==> config.mk <==
export PLATFORM = sky130hd
export DESIGN_NAME = universal_shift_reg
export DESIGN_NICKNAME = d
export VERILOG_FILES = /design/src/rtl/universal_shift_reg.sv
export SDC_FILE = /design/constraint.sdc
export NUM_CORES = 1
export LEC_CHECK = 0
export BUFFER_PORTS_ARGS = -buffer_cell sky130_fd_sc_hd__buf_4
export CORE_ASPECT_RATIO = 1.2
export CORE_UTILIZATION = 30
export DETAILED_ROUTE_END_ITERATION = 8
export PLACE_DENSITY = 0.6
export SETUP_SLACK_MARGIN = 0.5
export SYNTH_ARGS = -nofsm -noshare
export SYNTH_HDL_FRONTEND = slang
export SYNTH_SLANG_ARGS = --single-unit
==> constraint.sdc <==
create_clock -name CLK -period 0.96 [get_ports CLK]
set_input_delay 0 -clock CLK [delete_from_list [all_inputs] [get_ports CLK]]
set_output_delay 0 -clock CLK [all_outputs]
set_load 0.1 [all_outputs]
==> src/rtl/universal_shift_reg.sv <==
// universal_shift_reg
// WIDTH-bit universal shift register: hold, serial shift, rotate, parallel
// load and arithmetic shift in both directions, with a registered serial out.
// Optional feature macro: SHIFT_REG_PWR_COUNT_EN
//   defined   -> PWR_CNT is a saturating count of Q bit toggles
//   undefined -> PWR_CNT is tied to 0 and no counter logic exists
module universal_shift_reg #(
  parameter int WIDTH     = 4,
  parameter int CNT_WIDTH = 16
) (
  input  logic                 CLK,
  input  logic                 RST,
  input  logic                 ENB,
  input  logic                 DIR,
  input  logic [1:0]           MODO,
  input  logic                 S_IN,
  input  logic [WIDTH-1:0]     D,
  output logic [WIDTH-1:0]     Q,
  output logic                 S_OUT,
  output logic [CNT_WIDTH-1:0] PWR_CNT
);

  typedef enum logic [1:0] {
    MODE_SHIFT  = 2'b00,
    MODE_ROTATE = 2'b01,
    MODE_LOAD   = 2'b10,
    MODE_ARITH  = 2'b11
  } mode_e;

  logic [WIDTH-1:0] q_d, q_q;
  logic             s_out_d, s_out_q;

  // Next register contents and serial-out bit for the selected mode/direction
  always_comb begin
    // NOTE: hold values are assigned first so every path drives q_d/s_out_d
    // and no latch is inferred when ENB is low.
    q_d     = q_q;
    s_out_d = s_out_q;
    if (ENB) begin
      case (mode_e'(MODO))
        MODE_SHIFT: begin
          if (DIR) begin
            q_d     = {S_IN, q_q[WIDTH-1:1]};
            s_out_d = q_q[0];
          end else begin
            q_d     = {q_q[WIDTH-2:0], S_IN};
            s_out_d = q_q[WIDTH-1];
          end
        end
        MODE_ROTATE: begin
          if (DIR) begin
            q_d     = {q_q[0], q_q[WIDTH-1:1]};
            s_out_d = q_q[0];
          end else begin
            q_d     = {q_q[WIDTH-2:0], q_q[WIDTH-1]};
            s_out_d = q_q[WIDTH-1];
          end
        end
        MODE_LOAD: begin
          q_d     = D;
          s_out_d = 1'b0;
        end
        MODE_ARITH: begin
          if (DIR) begin
            // Sign-extending right shift
            q_d     = {q_q[WIDTH-1], q_q[WIDTH-1:1]};
            s_out_d = q_q[0];
          end else begin
            q_d     = {q_q[WIDTH-2:0], 1'b0};
            s_out_d = q_q[WIDTH-1];
          end
        end
      endcase
    end
  end

  // Register state; synchronous reset overrides enable and mode
  always_ff @(posedge CLK) begin
    // NOTE: sequential state uses non-blocking assignments so every flop
    // samples the pre-edge values of its neighbours.
    if (RST) begin
      q_q     <= '0;
      s_out_q <= 1'b0;
    end else begin
      q_q     <= q_d;
      s_out_q <= s_out_d;
    end
  end

  assign Q     = q_q;
  assign S_OUT = s_out_q;

`ifdef SHIFT_REG_PWR_COUNT_EN
  localparam int TOG_W = $clog2(WIDTH + 1);
  localparam int SUM_W = ((CNT_WIDTH > TOG_W) ? CNT_WIDTH : TOG_W) + 1;
  localparam logic [SUM_W-1:0] CNT_MAX = SUM_W'({CNT_WIDTH{1'b1}});

  logic [TOG_W-1:0]     toggles;
  logic [SUM_W-1:0]     cnt_sum;
  logic [CNT_WIDTH-1:0] pwr_cnt_d, pwr_cnt_q;

  // Saturating accumulate of the number of Q bits that change this edge;
  // holds add nothing because q_d equals q_q
  always_comb begin
    toggles = '0;
    for (int i = 0; i < WIDTH; i++) begin
      toggles = toggles + TOG_W'(q_d[i] ^ q_q[i]);
    end
    cnt_sum   = SUM_W'(pwr_cnt_q) + SUM_W'(toggles);
    pwr_cnt_d = (cnt_sum > CNT_MAX) ? {CNT_WIDTH{1'b1}} : cnt_sum[CNT_WIDTH-1:0];
  end

  // Toggle counter register, cleared with the shift register
  always_ff @(posedge CLK) begin
    if (RST) pwr_cnt_q <= '0;
    else     pwr_cnt_q <= pwr_cnt_d;
  end

  assign PWR_CNT = pwr_cnt_q;
`else
  assign PWR_CNT = '0;
`endif

endmodule

After elaboration in Yosys (flattened, before gate mapping). Cells that the tools add are included. Widths: inputs -> output; s select.

Flip-flop bits (word level): 5. Input bits: 11. Output and inout bits: 21. Word-level logic and storage cells: 16.

Eq/ne operators: 4. Muxes and demuxes: 6. Reductions and logical operators: 3.

Operators with widths (count): $pmux 4 s4 (1); $mux 4 (3); $eq 2x2->1 const B (2); $reduce_or 3->1 (1); $eq 2x1->1 const B (1); $logic_not 2->1 (1); $ne 2x2->1 const B (1); $pmux 1 s2 (1); $reduce_and 2->1 (1); $mux 1 (1).

Logic depth before layout (Yosys ltp).
Depth after elaboration: 3. Depth in mapped cells: 5. Gate-level depth less buffers: 4.

Worst setup path after synthesis. OpenSTA, ideal clock, no wires.

Kind: register to register. From: register q_q[0], in the netlist Q[0]. To: register q_q[3], in the netlist Q[3]. Setup time: 0.096 ns. Data arrival time: 1.542 ns. Required time: 0.864 ns. Path slack: -0.678 ns. Cell stages (with the launch flop): 5. Buffers on the path: 0. Clock period less this slack: 1.638 ns. Cells stage by stage: dfxtp_1 nand2_1 a21oi_1 a221oi_1 o41ai_2.

Cells in the longest elaborated chain, start to end: 2.

RTL lines: from (decl) (line 30) `logic [WIDTH-1:0] q_d, q_q;`; from (signal assigned) (line 85) `q_q <= q_d;`; $mux 4 (line 51) `if (DIR) begin`; $pmux 4 s4 (line 40) `case (mode_e'(MODO))`.

Every way passes these cells. A chain may end at the register's enable or synchronous reset.

Worst setup path after layout.
From: register q_q[3], in the netlist Q[3]. To: register q_q[0], in the netlist Q[0].

Same word-level chain as after synthesis.

==> run_results.csv <==
group,metric,value,unit
route,dr.pass1.iters,3,
place,place_ws,-0.00119,ns
timing,setup_viol,0,
worst_setup_path,worst-path-stages,4,
logic_synthesis,synthTopCellsByArea,"buf_4 25%, dfxtp_1 20%, nand2b_1 6.4%",
clock_network,cts_tree,"done",
timing,finalWorstSetupSlack,0.0222,ns
worst_setup_path,cp_max_fo,4,
logic_synthesis,yosys_register_bits,5,
grt,antenna_found_initial,0,
logic_synthesis,synthCells,60,
clock_network,clk_pin_slew,0.05,ns
grt,grtUsageTotal,0.145,
worst_setup_path,r2r_start,"Q[3]",
floorplanning,die_w,38.9,µm
logic_synthesis,seq_area_frac_synth,0.205,
power,power.leakage,0.000348,µW
worst_setup_path,crit_start,"Q[3]",
worst_setup_path,crit_path_top_delay_cell,"dfxtp_4",
status,status,"complete, but fails checks",
clock_network,clock_path_buffers,2,
power,ir_worst_vdd,629,µV
timing,rsz0062_at_grt,"true",
worst_setup_path,crit_chain,"nand2b_4 > a21oi_2 > a211oi_2 > o32ai_1",
logic_synthesis,yosysWarnings,0,
place,dpl.hpwl,762,µm
layout,final_cell_area,749,µm²
min_path,hp-class,"in2reg",
clock_network,cts_buffers,3,
clock_network,cts.sinks,5,
floorplanning,ios,32,
worst_setup_path,r2r_cells,4,
layout,layout-drive-gt1-share,0.469,
timing,hold_slack,-0.0499,ns
worst_setup_path,worst_ep_arrival_time,1.08,ns
logic_synthesis,avgSynthCellArea,8.15,µm²
logic_synthesis,synthArstFlopShare,0,
layout,regArea,119,µm²
floorplanning,core_area,0.00148,mm²
route,via_per_inst,4.63,
timing,finalHoldViolations,4,
floorplanning,die_h,46.2,µm
run,cap_violations,0,
layout,syn_to_final_growth,53.2,%
route,drc,0,
floorplanning,row_count,15,
grt,grt_overflow,0,
route,wl,1.14,mm
layout,num-fill-cells,159,
place,post_dp_cell_area,588,µm²
layout,layout.nets,93,
min_path,hp-start,"RST",
worst_setup_path,r2r-end,"Q[0]",
grt,grt_pass1_wl,1.73,mm
route,vias,454,
worst_setup_path,critPathLaunchType,"flop",
route,initialDrtViolationCount,3,
worst_setup_path,path_class,"reg2reg",
layout,n_antenna_cell,0,
timing,period_needed,0.938,ns
worst_setup_path,critPathBufInv,0,
worst_setup_path,r2r_slack,0.02,ns
floorplanning,initial_utilization,0.330,
floorplanning,dieArea,0.00180,mm²
clock_network,htreeDepth,1,
clock_network,cts_root_buffer,"clkbuf_4",
logic_synthesis,synth-edff-count,0,
route,postRouteAntennaNets,0,
power,power_density,1410,mW/mm²
worst_setup_path,cp_top_family,"compound AO/OA/AOI/OAI gates",
worst_setup_path,cp.required,1.11,ns
worst_setup_path,crit_end,"Q[0]",
logic_synthesis,yosysTopAreaCellShare,0.246,
place,io_buffers,15,
worst_setup_path,slowest_delay,0.37,ns
logic_synthesis,yosysTopAreaCell,"buf_4",
grt,grt_pass1_vias,396,
status,violations,"hold timing",
logic_synthesis,synthDistinctLibCells,25,
clock_network,clock_latency,0.25,ns
timing,clock.fmax,1070,MHz
timing,post-route-period-util,0.977,
place,gp_congestion,0.763,
logic_synthesis,synth_ff_type,"dfxtp_1",
route,wl_per_cell,11.6,µm
worst_setup_path,end_kind,"flop",
timing,finalMaxSlewViolations,0,
timing,worst_clock_skew,0.00263,ns
grt,grt_max_degree,12,
logic_synthesis,syn_area,489,µm²
layout,multi_input_area,343,µm²
==> logic make-up (layout without fill, tap and decap cells) <==
logic type	Yosys count	after routing	synth area share
AO/OA/AOI/OAI	12	12	0.189
buffers and inverters	20	26	0.307
flip-flops	5	5	0.205
multiplexers	3	3	0.0614
other	1	16	0.00767
AND/OR/NAND/NOR	19	19	0.230
==> registers in the layout, summed over array words and instances (netlist names) <==
register  cells
S_OUT         1
Q             4
==> placed cells by master, fill, tap and decap left out, types with 2 or more instances in the layout <==
cell type,count
dfxtp_4,5
nand2_1,4
o211ai_1,2
buf_4,14
buf_12,6
nand2b_1,5
nor2_1,2
clkbuf_4,3
a21oi_2,2
a21oi_1,2
conb_1,16
mux2i_1,3
==> where the power goes <==
part | internal, µW | switching (µW) | total (µW)
Combinational | 137 | 435 | 571
Clock | 158 | 93.9 | 252
Sequential | 214 | 20.8 | 235
Total | 509 | 549 | 1060
==> worst min-delay path by stage <==
stage           end  slack (ns)  depth (start not counted)
2_1_floorplan  Q[1]        0.06                          1
6_report       Q[2]       -0.05                          2
4_1_cts        Q[2]       -0.06                          2
3_3_place_gp   Q[2]        0.20                          2
5_1_grt        Q[1]       -0.05                          2
3_5_place_dp   Q[2]        0.20                          2
==> per-stage QoR <==
stage / cells / TNS [ns] / util / power, µW
after floorplan: 75 / -0.342 / - / 711
after global placement: 92 / -0.0133 / 0.397 / 734
after detailed placement: 92 / -0.00119 / 0.397 / 735
after CTS: 97 / 0 / 0.477 / 1040
after global routing: 98 / -0.0336 / 0.505 / 1110
final: 98 / 0 / 0.505 / 1060
==> cell usage after synthesis (2+ instances only) <==
library cell	number
a21oi_1	4
nand2b_1	5
nand2_1	5
buf_6	2
buf_4	16
dfxtp_1	5
o211ai_1	2
nor2_1	2
mux2i_1	3
==> layout make-up <==
type,instances,area share
sequential,5,0.159
clock buffer,4,0.0351
tap,17,0.0284
timing repair buffer,21,0.316
inverter,1,0.00501
multi-input combinational,50,0.457
==> metal layers <==
metal,vias to the layer above,track usage,share of wire
met4,0,0.103,0.025
met1,198,0.169,0.43
met5,-,0,0
met3,5,0.0386,0.076
met2,31,0.223,0.47
li1,220,-,-
==> timing repair <==
| item | CTS | global route |
|---|---|---|
| pin swaps | 3 | 2 |
| resized for setup | 19 | 5 |
| buffers inserted | 1 | 1 |
| setup endpoints to repair | 10 | 10 |
| hold endpoints to repair | 4 | 4 |
Note: power is estimated with default switching activity, not from simulation.
